[src/rtl/vlog_pkg.sv]
// vlog_pkg: shared types and constants for the FP16 natural-log unit.
//   fp16_t          raw IEEE half-precision bit pattern
//   FP16_* consts   special encodings emitted by the special-case override
//   LN2_Q16         ln(2) in Q0.16
//   special_e       operand class resolved in S1, applied in S3
//   s1_t            S1 -> S2 pipeline register contents
//   lut_base()      ln(1 + i/16) in Q0.16 for i = 0..16 (segment knots)
package vlog_pkg;
   typedef logic [15:0] fp16_t;

   localparam fp16_t       FP16_PINF = 16'h7C00;
   localparam fp16_t       FP16_NINF = 16'hFC00;
   localparam fp16_t       FP16_QNAN = 16'h7E00;
   localparam fp16_t       FP16_ZERO = 16'h0000;
   localparam logic [15:0] LN2_Q16   = 16'hB172;
   localparam int          STAGES    = 3;

   typedef enum logic [1:0] {SP_NONE, SP_NINF, SP_QNAN, SP_PINF} special_e;

   typedef struct packed {
      special_e   sp;
      logic [5:0] k;    // unbiased exponent, two's complement
      logic [3:0] idx;  // segment index, mantissa[9:6]
      logic [5:0] f;    // position inside segment, mantissa[5:0]
   } s1_t;

   // Knot i is round(ln(1 + i/16) * 2^16); knot 16 equals LN2_Q16 so the
   // last segment lands exactly on ln(2). Segment slope = knot[i+1] - knot[i].
   function automatic logic [15:0] lut_base(input logic [4:0] i);
      case (i)
         5'd0:    return 16'd0;
         5'd1:    return 16'd3973;
         5'd2:    return 16'd7719;
         5'd3:    return 16'd11262;
         5'd4:    return 16'd14624;
         5'd5:    return 16'd17821;
         5'd6:    return 16'd20870;
         5'd7:    return 16'd23783;
         5'd8:    return 16'd26573;
         5'd9:    return 16'd29248;
         5'd10:   return 16'd31818;
         5'd11:   return 16'd34292;
         5'd12:   return 16'd36675;
         5'd13:   return 16'd38975;
         5'd14:   return 16'd41196;
         5'd15:   return 16'd43345;
         default: return LN2_Q16;
      endcase
   endfunction
endpackage

[src/rtl/vlog_if.sv]
// vlog_if: valid/ready stream bundle around the log unit.
//   operand/valid_in/ready_in    upstream side (FP16 x)
//   result/valid_out/ready_out   downstream side (FP16 ln(x))
//   slave  : the vlog unit
//   master : whoever drives operands and consumes results
interface vlog_if;
   import vlog_pkg::*;

   fp16_t operand;
   logic  valid_in;
   logic  ready_in;
   fp16_t result;
   logic  valid_out;
   logic  ready_out;

   modport slave  (input  operand, valid_in, ready_out,
                   output ready_in, result, valid_out);
   modport master (output operand, valid_in, ready_out,
                   input  ready_in, result, valid_out);
endinterface

[src/rtl/vlog_norm.sv]
// vlog_norm: combinational signed Q5.16 -> FP16 conversion.
//   i_sum  signed 22-bit fixed-point log value (16 fraction bits)
//   o_res  FP16 encoding, round-to-nearest-even; zero maps to +0
module vlog_norm
   import vlog_pkg::*;
(
   input  logic signed [21:0] i_sum,
   output fp16_t              o_res
);
   logic        w_neg;
   logic [21:0] w_mag;
   logic [4:0]  w_msb;
   logic        w_lead;
   logic [20:0] w_n;
   logic        w_rnd;
   logic [10:0] w_mant_r;
   logic [4:0]  w_exp;

   always_comb begin
      w_neg = i_sum[21];
      w_mag = w_neg ? 22'(-i_sum) : 22'(i_sum);

      // highest set bit wins
      w_msb = '0;
      for (int i = 0; i < 22; i++)
         if (w_mag[i]) w_msb = 5'(i);

      // left-justify so the hidden 1 sits at w_lead; w_lead is 0 only for zero
      {w_lead, w_n} = w_mag << (5'd21 - w_msb);

      // guard = w_n[10], sticky = w_n[9:0], lsb = w_n[11]
      w_rnd    = w_n[10] & ((|w_n[9:0]) | w_n[11]);
      w_mant_r = {1'b0, w_n[20:11]} + 11'(w_rnd);

      // bias 15, binary point at bit 16; mantissa carry bumps the exponent
      w_exp = w_msb - 5'd1 + 5'(w_mant_r[10]);
      o_res = w_lead ? {w_neg, w_exp, w_mant_r[9:0]} : FP16_ZERO;
   end
endmodule

[src/rtl/vlog.sv]
// vlog: 3-stage FP16 natural-log unit behind a valid/ready handshake.
//   CLK   rising-edge clock
//   RST   asynchronous active-high reset
//   bus   vlog_if.slave: operand/valid_in/ready_in in, result/valid_out/ready_out out
// S1 unpacks and classifies, S2 forms k*ln2 + piecewise-linear ln(1.m),
// S3 converts to FP16 and applies special-case overrides. A single advance
// signal stalls every stage together.
module vlog
   import vlog_pkg::*;
(
   input  logic CLK,
   input  logic RST,
   vlog_if.slave bus
);
   logic [STAGES-1:0] r_vld_pipe;
   s1_t               r_s1;
   special_e          r_sp2;
   logic signed [21:0] r_sum;
   fp16_t             r_res;

   logic              w_adv;
   s1_t               w_s1;
   logic [15:0]       w_base;
   logic [15:0]       w_slope;
   logic [21:0]       w_prod;
   logic [15:0]       w_lnm;
   logic signed [21:0] w_k_ext;
   logic signed [21:0] w_kln2;
   logic signed [21:0] w_sum;
   fp16_t             w_norm;
   fp16_t             w_res;

   // the output register is the only place backpressure can originate
   assign w_adv         = !r_vld_pipe[STAGES-1] | bus.ready_out;
   assign bus.ready_in  = w_adv;
   assign bus.valid_out = r_vld_pipe[STAGES-1];
   assign bus.result    = r_res;

   // S1: unpack and classify
   always_comb begin
      w_s1     = '0;
      w_s1.k   = 6'({1'b0, bus.operand[14:10]}) - 6'd15;
      w_s1.idx = bus.operand[9:6];
      w_s1.f   = bus.operand[5:0];
      w_s1.sp  = SP_NONE;
      if (bus.operand[14:10] == 5'd0)
         w_s1.sp = SP_NINF;                  // zeros and flushed subnormals
      else if (bus.operand[14:10] == 5'h1F)
         w_s1.sp = (bus.operand[9:0] != '0 || bus.operand[15]) ? SP_QNAN : SP_PINF;
      else if (bus.operand[15])
         w_s1.sp = SP_QNAN;
   end

   // S2: ln(x) = k*ln2 + ln(1.m); |sum| < 2^20 so 22 bits never overflow
   always_comb begin
      w_base  = lut_base({1'b0, r_s1.idx});
      w_slope = lut_base({1'b0, r_s1.idx} + 5'd1) - w_base;
      w_prod  = 22'(w_slope) * 22'(r_s1.f);
      w_lnm   = w_base + 16'(w_prod >> 6);
      w_k_ext = 22'($signed(r_s1.k));
      w_kln2  = w_k_ext * $signed({6'd0, LN2_Q16});
      w_sum   = w_kln2 + $signed({6'd0, w_lnm});
   end

   // S3: pack and override
   vlog_norm u_norm (.i_sum(r_sum), .o_res(w_norm));

   always_comb begin
      case (r_sp2)
         SP_NINF: w_res = FP16_NINF;
         SP_QNAN: w_res = FP16_QNAN;
         SP_PINF: w_res = FP16_PINF;
         default: w_res = w_norm;
      endcase
   end

   always_ff @(posedge CLK or posedge RST) begin
      if (RST) begin
         r_vld_pipe <= '0;
         r_s1       <= '0;
         r_sp2      <= SP_NONE;
         r_sum      <= '0;
         r_res      <= FP16_ZERO;
      end else if (w_adv) begin
         r_vld_pipe <= {r_vld_pipe[STAGES-2:0], bus.valid_in};
         r_s1       <= w_s1;
         r_sp2      <= r_s1.sp;
         r_sum      <= w_sum;
         // bubbles leave the last delivered result on the bus
         if (r_vld_pipe[STAGES-2]) r_res <= w_res;
      end
   end
endmodule

[src/flat_wrapper.sv]
// flat-port wrapper written by rule: the top's interface ports become plain ports
module vlog_flat import vlog_pkg::*;
  (CLK, RST, bus_operand, bus_valid_in, bus_ready_out, bus_ready_in, bus_result, bus_valid_out);
  vlog_if bus_i ();
  input  logic CLK;
  input  logic RST;
  input wire logic [$bits(bus_i.operand)-1:0] bus_operand;
  input wire logic [$bits(bus_i.valid_in)-1:0] bus_valid_in;
  input wire logic [$bits(bus_i.ready_out)-1:0] bus_ready_out;
  output wire logic [$bits(bus_i.ready_in)-1:0] bus_ready_in;
  output wire logic [$bits(bus_i.result)-1:0] bus_result;
  output wire logic [$bits(bus_i.valid_out)-1:0] bus_valid_out;
  assign bus_i.operand = bus_operand;
  assign bus_i.valid_in = bus_valid_in;
  assign bus_i.ready_out = bus_ready_out;
  assign bus_ready_in = bus_i.ready_in;
  assign bus_result = bus_i.result;
  assign bus_valid_out = bus_i.valid_out;
  vlog u_core (.CLK(CLK), .RST(RST), .bus(bus_i));
endmodule
[config.mk]
export PLATFORM = sky130hd
export DESIGN_NAME = vlog_flat
export DESIGN_NICKNAME = d
export VERILOG_FILES = /design/src/rtl/vlog_pkg.sv /design/src/rtl/vlog_if.sv /design/src/rtl/vlog_norm.sv /design/src/rtl/vlog.sv /design/src/flat_wrapper.sv
export SDC_FILE = /design/constraint.sdc
export NUM_CORES = 1
export LEC_CHECK = 0
export ABC_CLOCK_PERIOD_IN_PS = 10450
export BUFFER_PORTS_ARGS = -buffer_cell sky130_fd_sc_hd__buf_2
export CAP_MARGIN = 5
export CORE_MARGIN = 8
export CORE_UTILIZATION = 55
export CTS_CLUSTER_DIAMETER = 50
export DETAILED_ROUTE_END_ITERATION = 6
export PLACE_DENSITY_LB_ADDON = 0.25
export SYNTH_ARGS = -nofsm -noshare
export SYNTH_HDL_FRONTEND = slang
export SYNTH_SLANG_ARGS = --single-unit
[constraint.sdc]
create_clock -name CLK -period 10.45 [get_ports CLK]
set_input_delay 1.045 -clock CLK [delete_from_list [all_inputs] [get_ports CLK]]
set_output_delay 1.045 -clock CLK [all_outputs]
set_load 0.05 [all_outputs]
After elaboration in Yosys (flattened, before gate mapping)
Memory sizes are Yosys's and may differ from the RTL's.
Index checks and enable logic that the tools add are counted.
Word-level totals
  flip-flop bits (word level): 61
  latch bits: 0
  bits in writable memories: 0
  ROM bits: 512
  input bits: 20
  output and inout bits: 18
  word-level logic and storage cells: 65
  memories kept: 2
Cells by class
  add/sub/neg operators: 10
  $mul: 2
  divide/modulo/power cells: 0
  order comparisons: 0
  equality and inequality tests: 4
  shifts and indexed selects: 1
  muxes and demuxes: 29
  bitwise operators: 3
  reductions and logical operators: 6
Memories
  (name not given): depth 16, bits a word 16, rd ports 1, clocked after memory_dff 0, write ports 0, RTL line vlog_pkg.sv:30  | case (i)
  (name not given): depth 16, bits a word 16, rd ports 1, clocked after memory_dff 0, write ports 0, RTL line vlog_pkg.sv:30
Operators with widths (count)
  2-to-1 mux 5 bit: 20
  one-hot mux 16 bit (3 select lines): 1
  2-to-1 mux 16 bit: 2
  adder 22 x 17 -> 22 bit: 1
  multiplier 16 x 6 -> 22 bit: 1
  2-to-1 mux 22 bit: 1
  negator 22 bit: 1
  left shift 22 x 5 -> 22 bit: 1
  multiplier 6 x 16 -> 21 bit (second input constant): 1
  adder 16 bit: 1
  subtractor 16 bit: 1
  adder 10 x 1 -> 11 bit: 1
  nonzero test 10 bit: 1
  OR reduction 10 bit: 1
  2-to-1 mux 2 bit: 3
  subtractor 5 x 4 -> 6 bit (second input constant): 1
  adder 4 x 1 -> 5 bit (second input constant): 1
  adder 5 x 1 -> 5 bit: 1
  equality test 5 bit (second input constant): 1
  logical NOT 5 bit: 1
  subtractor 5 x 1 -> 5 bit (second input constant): 1
  subtractor 5 bit (first input constant): 1
  equality test 2 bit (second input constant): 2
  equality test 2 x 1 -> 1 bit (second input constant): 1
  6 further kinds: 8

Logic depth before layout (Yosys ltp)
Gate-level depths: netlist of run 1.
  depth in word-level cells: 32
  mapped depth: 51
  gate-level depth less buffers: 50

By module
A second synthesis of run 1 with hierarchy kept.
Second synthesis, totals
  cells, all modules: 1670
  area, all modules: 12982.5 µm²
Modules (own cells, without submodules)
  vlog: instances 1, cells each 1192, area an instance 9683.0 µm², sequential area each 1526.5 µm²
  vlog_norm: instances 1, cells each 478, area an instance 3299.4 µm², sequential area each 0.0 µm²

Least setup slack after synthesis of run 1
No wires, ideal clock.
  path kind: register to register
  from: reg u_core.r_s1[8] (netlist bit)
  to: reg u_core.r_sum[21]
  library setup time: 0.164 ns
  arrival: 9.875 ns
  data required time: 10.286 ns
  slack: 0.411 ns
  cell stages (with the launch flop): 48
  buffers on the path: 4
  clock period less this slack: 10.039 ns
  path through: dfrtp_1 > clkbuf_1 > clkinv_1 > ha_1 > clkbuf_1 > buf_1 > o211ai_1 > nand3_1 > ha_1 > nor2b_1 > o21ai_0 > a21boi_0 > o21ai_0 > a21boi_0 > o21ai_0 > a21boi_0 > o21ai_0 > a21boi_0 > (+12 left out) > and3_1 > a21oi_1 > a2111oi_0 > or2_2 > nor2_1 > xnor2_1 > ha_1 > nand3_1 > o2111ai_1 > a21oi_1 > xnor2_1 > xnor2_1 > ha_1 > and3_1 > a221oi_1 > nand3b_1 > xnor2_1 > a21oi_1
On the way
  word-level cells in the longest chain between the ends: 7
  elaborated cells between the ends (all ways): 8
  classes of those cells: 4 x add/sub; 1 x mul; 1 x mux; 2 x memory
Ends and longest elaborated chain
  start: declaration: RTL line vlog.sv:16  | s1_t r_s1;
  start signal: assignment: RTL line vlog.sv:86  | r_s1 <= w_s1;
  adder 4 x 1 -> 5 bit: RTL line vlog.sv:57  | w_slope = lut_base({1'b0, r_s1.idx} + 5'd1) - w_base;
  memory read (16 x 16 bit)
  2-to-1 mux 16 bit: RTL line vlog_pkg.sv:30
  subtractor 16 bit: RTL line vlog.sv:57
  multiplier 16 x 6 -> 22 bit: RTL line vlog.sv:58  | w_prod = 22'(w_slope) * 22'(r_s1.f);
  adder 16 bit (*): RTL line vlog.sv:59  | w_lnm = w_base + 16'(w_prod >> 6);
  adder 22 x 17 -> 22 bit (*): RTL line vlog.sv:62  | w_sum = w_kln2 + $signed({6'd0, w_lnm});
  end signal: assignment: RTL line vlog.sv:88  | r_sum <= w_sum;
  end: declaration: RTL line vlog.sv:18  | logic signed [21:0] r_sum;
Every way passes the cells marked *; elsewhere a longest branch is shown, timed or not.
A chain may end at the register's enable or synchronous reset.

Worst setup path in the final report of run 1
  from: reg u_core.r_s1[6] (netlist bit)
  to: reg u_core.r_sum[20]
The elaborated chain is that of the path after synthesis.

==> flow_summary.json, run 1 <==
{
  "worst-path-stages": 47,
  "crit_path_end_kind": "register",
  "tritoncts": "done",
  "holdPathEnd": "u_core.bus.result[10]$_DFFE_PP0P_",
  "first_pass_iters": 6,
  "synthMuxAreaShare_pct": 2.582,
  "synth_adder_area_share_pct": 26.37,
  "grt_max_degree": 78,
  "seq_area_frac_synth_pct": 12.40,
  "drive_gt1_share_pct": 11.79,
  "hold_class": "register to register",
  "netlist-cell-type-count": 91,
  "routed_wl_mm": 32.03,
  "fmaxAchievable_mhz": 100.2,
  "synth_area_per_cell_um2": 7.865,
  "fin_crit_sh_pct": 95.48,
  "grt-ovfl-total": 0,
  "cts_root_buf": "clkbuf_16",
  "vias": 11250,
  "slew_viol_final": 0,
  "die_h_um": 165.6,
  "fin_worst_skew_ns": 0.01420,
  "fillers": 1986,
  "grt_pass1_wl_mm": 53.25,
  "synth-simple-area-share_pct": 21.78,
  "fin_ws_ns": 0.4728,
  "place_congestion": 0.9472,
  "place_hpwl_mm": 25.56,
  "coreArea_um2": 21890,
  "num_rows": 54,
  "syn_area_um2": 12310,
  "r2r-start": "u_core.r_s1[6]$_DFFE_PP0N_",
  "syn_nets": 1800,
  "max_slew_margin_pct": 30.36,
  "crit_arrival_ns": 10.16,
  "grt_use_total_pct": 22.78,
  "worst-path-buf-inv": 7,
  "die_w_um": 165.6,
  "synth_xor_area_share_pct": 6.973,
  "first_iter_violations": 1072,
  "critPathSlowestCell": "fa_1",
  "crit_path_frequent_cell": "ha_1",
  "finalHoldViolCount": 0,
  "routedWlPerCell_um": 17.32,
  "antenna_cells": 0,
  "pre_cts_ws_ns": -0.04269,
  "synth_compound_area_share_pct": 21.36,
  "worstSetupPathType": "register to register",
  "fin_crit_ns": 9.977,
  "synth_top_family_by_area": "adder cells",
  "tightest_slew_ns": 1.037,
  "setup_viol": 0,
  "htreeDepth": 3,
  "first_global_vias": 10840,
  "clock_path_buffers": 2,
  "min_from": "u_core.bus.result[10]$_DFFE_PP0P_",
  "slowest_delay_ns": 0.52,
  "cp_top_family": "compound AO/OA/AOI/OAI gates",
  "synthFlopType": "dfrtp_1",
  "viasPerCell": 6.084,
  "clk_pin_slew_ns": 0.06,
  "reg2reg_to": "u_core.r_sum[20]$_DFFE_PP0N_",
  "ff2ff_setup_slack_ns": 0.47,
  "cts_sinks": 61,
  "placed_area_um2": 12730,
  "die_area_um2": 27420,
  "setup_tns_ns": 0,
  "synth_warnings": 0,
  "worstHoldPathCells": 2,
  "syn_inst": 1565,
  "crit_fanout": 12,
  "fin_area_um2": 13260,
  "ys_ff_latch": 61,
  "start_util_pct": 56.23,
  "cts_buffers": 9,
  "io_pins": 38,
  "ant_nets": 0,
  "r2r_cells": 47,
  "io_buffers": 37,
  "synth-async-reset-ratio_pct": 100.0,
  "drc_errors": 0,
  "cp_data_required_time_ns": 10.64,
  "mostFrequentLayoutCells": "inv_1, ha_1, nor2_1",
  "synth_edf_count": 0,
  "final_common_cell": "inv_1",
  "final_nets": 1799,
  "startpoint_type": "register",
  "clock_latency_ns": 0.35,
  "cap_violations": 0,
  "antenna_found_initial": 0,
  "syn2layout_area_growth_pct": 7.756,
  "outcome": "finished clean"
}
[worst reg2reg max path: cells and delay by family (launching register included)]
kind | cells | cell delay [ns]
AOI/OAI and AO/OA | 21 | 3.46
adders and majority gates | 8 | 2.99
buffers and inverters | 7 | 0.80
and+or+nand+nor | 9 | 1.63
xor gates and xnor gates | 2 | 0.53
DFF | 1 | 0.44
[layer usage]
layer | routed length [µm] | up-vias | track usage (%)
met5 | 0 | - | 0
met4 | 830 | 0 | 7.328
met3 | 2029 | 55 | 3.407
met2 | 14910 | 391 | 37.55
met1 | 14260 | 5337 | 30.05
li1 | - | 5467 | -
[synth_stat cells, drive strengths merged (61+ instances only)]
cell type	n	area, µm²
and2	84	525.5
nand2	99	374.1
a21oi	98	494.2
o21ai	78	390.4
dfrtp	61	1526
clkbuf	69	259.0
fa	74	1481
inv	186	698.2
ha	141	1764
xnor2	66	578.1
nor2	117	441.7
[how the worst max path moves through the flow]
stage,start,end,slack (ns)
floorplan,u_core.r_s1[8]$_DFFE_PP0N_,u_core.r_sum[21]$_DFFE_PP0N_,0.41
global placement,u_core.r_s1[6]$_DFFE_PP0N_,u_core.r_sum[21]$_DFFE_PP0N_,0.21
detailed placement,u_core.r_s1[6]$_DFFE_PP0N_,u_core.r_sum[21]$_DFFE_PP0N_,-0.04
CTS,u_core.r_s1[6]$_DFFE_PP0N_,u_core.r_sum[21]$_DFFE_PP0N_,0.003
global route,u_core.r_s1[6]$_DFFE_PP0N_,u_core.r_sum[21]$_DFFE_PP0N_,-0.07
finish,u_core.r_s1[6]$_DFFE_PP0N_,u_core.r_sum[20]$_DFFE_PP0N_,0.47
[timing repair]
| item | CTS | global route |
|---|---|---|
| buffers inserted | 0 | 5 |
| gates resized for setup | 1 | 48 |
| hold buffers | 0 | 0 |
| pin swaps | 0 | 8 |
| setup endpoints to repair | 2 | 9 |
[logic make-up (layout without fill, tap and decap cells)]
logic type,count (synthesis),in the layout
muxes,25,25
DFF,61,61
AOI/OAI and AO/OA,387,387
adders and majority gates,215,215
buffers and inverters,272,276
and+or+nand+nor,507,507
xor gates and xnor gates,98,98
[flip-flops by register name, summed over array words and instances (netlist names)]
register and count:
u_core.r_vld_pipe 3, u_core.r_sp2 2, u_core.bus.result 16, u_core.r_s1 18, u_core.r_sum 22
[through the flow]
step	hold WS, ns	std cells	utilization, %
after CTS	0.4765	1844	59.57
after global routing	0.4944	1849	60.59
after detailed placement	0.4626	1828	58.14
final	0.4673	1849	60.59
after floorplan	0.4528	1565	-
after global placement	0.4562	1828	58.14
[final cells by class]
type	instances	area [µm²]	area share, %
clock buffer	13	270.3	2.038
multi-input combinational	1232	9910	74.71
timing repair buffer	72	447.9	3.377
clock inverter	3	42.54	0.3207
inverter	188	713.2	5.377
tap	280	350.3	2.641
sequential	61	1530	11.54
Power of run 1 is left out: the tool's default activity adds up to more than one toggle a clock period on the data nets, which glitch-free logic cannot reach.
==> inputs of run 2 (changes only) <==
--- a/config.mk
+++ b/config.mk
@@ -8,11 +8,11 @@
 export ABC_CLOCK_PERIOD_IN_PS = 10450
 export BUFFER_PORTS_ARGS = -buffer_cell sky130_fd_sc_hd__buf_2
 export CAP_MARGIN = 5
-export CORE_MARGIN = 8
 export CORE_UTILIZATION = 55
 export CTS_CLUSTER_DIAMETER = 50
 export DETAILED_ROUTE_END_ITERATION = 6
 export PLACE_DENSITY_LB_ADDON = 0.25
+export REMOVE_ABC_BUFFERS = 1
 export SYNTH_ARGS = -nofsm -noshare
 export SYNTH_HDL_FRONTEND = slang
 export SYNTH_SLANG_ARGS = --single-unit
==> constraint.sdc (replaced) <==
create_clock -name CLK -period 10.45 [get_ports CLK]
set_input_delay 2.09 -clock CLK [delete_from_list [all_inputs] [get_ports CLK]]
set_output_delay 2.09 -clock CLK [all_outputs]
set_load 0.05 [all_outputs]
==> flow_summary.json, run 2 (synthesis gave the netlist of run 1 again) <==
{
  "die_area_um2": 22980,
  "grt-ovfl-total": 0,
  "holdBufCountCts": 0,
  "antenna_found_initial": 0,
  "coreArea_um2": 21890,
  "place_hpwl_mm": 24.57,
  "crit_path_frequent_cell": "ha_1",
  "grt_pass1_wl_mm": 51.35,
  "viasPerCell": 6.076,
  "first_pass_iters": 5,
  "fmaxAchievable_mhz": 100.1,
  "ant_nets": 0,
  "critPathSlowestCell": "fa_1",
  "fin_crit_sh_pct": 95.59,
  "drc_errors": 0,
  "die_h_um": 151.6,
  "clock_path_buffers": 2,
  "hold_class": "register to register",
  "routedWlPerCell_um": 17.04,
  "fillers": 2000,
  "largest_reg_flops": 22,
  "die_w_um": 151.6,
  "top_register": "u_core.r_sum",
  "crit_arrival_ns": 10.16,
  "outcome": "finished clean",
  "max_slew_margin_pct": 26.93,
  "vias": 11170,
  "startpoint_type": "register",
  "tightest_slew_ns": 1.088,
  "cts_sinks": 61,
  "slew_viol_final": 0,
  "num_rows": 54,
  "place_congestion": 0.9633,
  "worstSetupPathType": "register to register",
  "drive_gt1_share_pct": 11.16,
  "cts_buffers": 9,
  "slowest_delay_ns": 0.53,
  "mostFrequentLayoutCells": "inv_1, ha_1, nor2_1",
  "io_buffers": 37,
  "grt_max_degree": 78,
  "start_util_pct": 56.23,
  "fin_crit_ns": 9.989,
  "fin_area_um2": 13190,
  "grt_use_total_pct": 28.00,
  "fin_worst_skew_ns": 0.004104,
  "setup_viol": 0,
  "first_global_vias": 10330,
  "htreeDepth": 3,
  "cap_violations": 0,
  "cp_data_required_time_ns": 10.63,
  "crit_fanout": 6,
  "syn2layout_area_growth_pct": 7.115,
  "final_nets": 1789,
  "first_iter_violations": 857,
  "tritoncts": "done",
  "crit_path_end_kind": "register",
  "clk_pin_slew_ns": 0.05,
  "final_common_cell": "inv_1",
  "antenna_cells": 0,
  "placed_area_um2": 12680,
  "cts_root_buf": "clkbuf_16",
  "finalHoldViolCount": 0,
  "io_pins": 38,
  "routed_wl_mm": 31.34,
  "clock_latency_ns": 0.33
}
==> run 2: cell types whose count changed in the layout (fill, tap and decap cells not counted), sizes merged <==
cell      change
buf          -10
bufinv        +1
clkbuf        -1
clkinvlp      -2
inv           +2
==> run 2: worst paths after layout <==
kind | slack (ns) | end | start | depth (start not counted)
max | 0.46 | u_core.r_sum[19]$_DFFE_PP0N_ | u_core.r_s1[6]$_DFFE_PP0N_ | 45
min | 0.48 | u_core.bus.result[10]$_DFFE_PP0P_ | u_core.bus.result[10]$_DFFE_PP0P_ | 2
max reg2reg | 0.46 | u_core.r_sum[19]$_DFFE_PP0N_ | u_core.r_s1[6]$_DFFE_PP0N_ | 45
min reg2reg | 0.48 | u_core.bus.result[10]$_DFFE_PP0P_ | u_core.bus.result[10]$_DFFE_PP0P_ | 2
max in group asynchronous | 7.91 | u_core.r_s1[9]$_DFFE_PP0N_ | RST | 3
min in group asynchronous | 1.98 | u_core.r_s1[17]$_DFFE_PP0N_ | RST | 3
==> run 2: final cells by class <==
type	count	area, µm²	area share [%]
timing repair buffer	62	385.4	2.923
clock inverter	4	72.57	0.5504
inverter	188	705.7	5.352
sequential	61	1528	11.59
tap	280	350.3	2.657
clock buffer	12	236.5	1.794
multi-input combinational	1232	9907	75.14
==> run 2: worst max-delay path: cells and delay by family (launching register included) <==
family,cells,cell delay [ns]
buffers and inverters,3,0.26
flip-flops,1,0.39
adder cells (fa/ha/maj),9,3.38
XOR/XNOR,4,0.74
AND/OR/NAND/NOR,10,1.76
AO/OA/AOI/OAI,19,3.31
==> run 2: routing by layer <==
metal	routed length (µm)	GRT usage [%]
met3	1711	2.904
met4	585	6.683
met2	14640	45.02
met5	0	0
met1	14400	40.12
==> run 2: stage by stage <==
step | setup WS, ns | setup TNS [ns] | utilization [%] | cells | hold WS, ns
2_1_floorplan | 0.2412 | 0 | - | 1481 | 0.4528
3_3_place_gp | 0.4243 | 0 | 57.92 | 1820 | 0.4624
3_5_place_dp | 0.1187 | 0 | 57.92 | 1820 | 0.4695
4_1_cts | 0.06100 | 0 | 59.33 | 1836 | 0.4813
5_1_grt | -0.09271 | -0.3069 | 60.23 | 1839 | 0.5212
6_report | 0.4613 | 0 | 60.23 | 1839 | 0.4773
==> run 2: repair_timing <==
| item | 4_1_cts | 5_1_grt |
|---|---|---|
| setup buffers | 0 | 3 |
| setup endpoints to repair | 0 | 9 |
| gates resized for setup | 0 | 48 |
| endpoints found under the hold margin | 0 | 0 |
Power of run 2 is left out for the same reason.
==> inputs of run 3 (changes only) <==
--- a/config.mk
+++ b/config.mk
@@ -8,7 +8,7 @@
 export ABC_CLOCK_PERIOD_IN_PS = 10450
 export BUFFER_PORTS_ARGS = -buffer_cell sky130_fd_sc_hd__buf_2
 export CAP_MARGIN = 5
-export CORE_UTILIZATION = 55
+export CORE_UTILIZATION = 40
 export CTS_CLUSTER_DIAMETER = 50
 export DETAILED_ROUTE_END_ITERATION = 6
 export PLACE_DENSITY_LB_ADDON = 0.25
==> flow_summary.json, run 3 (synthesis gave the netlist of run 1 again) <==
{
  "top_register": "u_core.r_sum",
  "start_util_pct": 41.09,
  "max_slew_margin_pct": 23.38,
  "tightest_slew_ns": 1.141,
  "place_congestion": 0.9435,
  "grt_max_degree": 78,
  "first_pass_iters": 5,
  "setup_tns_ns": 0,
  "clk_pin_slew_ns": 0.06,
  "fmaxAchievable_mhz": 102.3,
  "outcome": "finished clean",
  "ant_nets": 0,
  "vias": 10920,
  "critPathSlowestCell": "fa_1",
  "fin_crit_ns": 9.778,
  "viasPerCell": 5.602,
  "crit_arrival_ns": 9.96,
  "antenna_found_initial": 0,
  "largest_reg_flops": 22,
  "multiInputGateArea_um2": 9917,
  "seqCellArea_um2": 1529,
  "num_rows": 63,
  "drc_errors": 0,
  "slowest_delay_ns": 0.53,
  "worstHoldPathCells": 2,
  "routedWlPerCell_um": 16.36,
  "grt-ovfl-total": 0,
  "slew_viol_final": 0,
  "tritoncts": "done",
  "die_area_um2": 31480,
  "mostFrequentLayoutCells": "inv_1, ha_1, nor2_1",
  "holdBufCountCts": 0,
  "die_h_um": 177.4,
  "coreArea_um2": 29950,
  "fin_crit_sh_pct": 93.56,
  "cts_setup_buffers": 0,
  "clock_latency_ns": 0.34,
  "drive_gt1_share_pct": 11.47,
  "cap_violations": 0,
  "cts_sinks": 61,
  "fin_worst_skew_ns": 0.01058,
  "routed_wl_mm": 31.91,
  "antenna_cells": 0,
  "startpoint_type": "register",
  "grt_use_total_pct": 20.69,
  "final_nets": 1790,
  "grt_pass1_wl_mm": 53.25,
  "cp_data_required_time_ns": 10.63,
  "io_pins": 38,
  "first_global_vias": 10450,
  "ff2ff_setup_slack_ns": 0.67,
  "setup_viol": 0,
  "htreeDepth": 3,
  "clock_path_buffers": 2,
  "cts_buffers": 9,
  "die_w_um": 177.4,
  "crit_path_end_kind": "register",
  "io_buffers": 37,
  "worstSetupPathType": "register to register",
  "crit_fanout": 8,
  "finalHoldViolCount": 0,
  "syn2layout_area_growth_pct": 8.213,
  "place_hpwl_mm": 25.59,
  "r2r_cells": 45,
  "fillers": 3079,
  "first_iter_violations": 735,
  "final_common_cell": "inv_1",
  "cts_resized": 0,
  "crit_path_frequent_cell": "a21oi_2",
  "cts_root_buf": "clkbuf_16",
  "hold_class": "register to register"
}
-- run 3: cell types whose count changed in the layout (fill, tap and decap cells not counted), moves of 3 or more --
cell / delta
clkbuf_1: -3
clkinv_4: +3
nor2_1: +6
nor2_2: -6
xor2_1: -3
xor2_2: +3
-- run 3: final timing paths --
check                                                  start                                 to
max                               u_core.r_s1[6]$_DFFE_PP0N_       u_core.r_sum[21]$_DFFE_PP0N_
min                        u_core.bus.result[10]$_DFFE_PP0P_  u_core.bus.result[10]$_DFFE_PP0P_
max reg2reg                       u_core.r_s1[6]$_DFFE_PP0N_       u_core.r_sum[21]$_DFFE_PP0N_
min reg2reg                u_core.bus.result[10]$_DFFE_PP0P_  u_core.bus.result[10]$_DFFE_PP0P_
max in group asynchronous                                RST         u_core.r_s1[6]$_DFFE_PP0N_
min in group asynchronous                                RST         u_core.r_s1[1]$_DFFE_PP0N_
-- run 3: final cells by class --
| cell class | count | share of cell area, % |
|---|---|---|
| timing repair buffer | 63 | 2.856 |
| clock inverter | 7 | 0.5636 |
| multi-input combinational | 1232 | 74.45 |
| clock buffer | 9 | 1.691 |
| tap | 390 | 3.663 |
| inverter | 188 | 5.298 |
| sequential | 61 | 11.48 |
-- run 3: critical path: cells and delay by family (launching register included) --
family	cells	cell delay, ns
adder cells (fa/ha/maj)	9	3.38
XOR/XNOR	4	0.71
buffers and inverters	3	0.24
AND/OR/NAND/NOR	10	1.70
AO/OA/AOI/OAI	19	3.11
flip-flops	1	0.46
-- run 3: per-stage QoR --
step / cells / hold WS, ns / util (%) / cell area (µm²) / setup slack (ns)
global route: 1950 / 0.5158 / 44.47 / 13320 / -0.01214
finish: 1950 / 0.4856 / 44.47 / 13320 / 0.6725
CTS: 1950 / 0.4892 / 43.88 / 13140 / 0.03137
detailed placement: 1934 / 0.4746 / 42.87 / 12840 / 0.08215
global placement: 1934 / 0.4652 / 42.87 / 12840 / 0.2984
floorplan: 1481 / 0.4528 / - / 11960 / 0.2412
-- run 3: metal layers --
layer  track usage [%]  part of all wire (%)
met1             28.83                    47
met2             34.51                    48
met3             1.692                   3.1
met4             4.879                   1.6
met5                 0                     0
Power of run 3 is left out for the same reason.
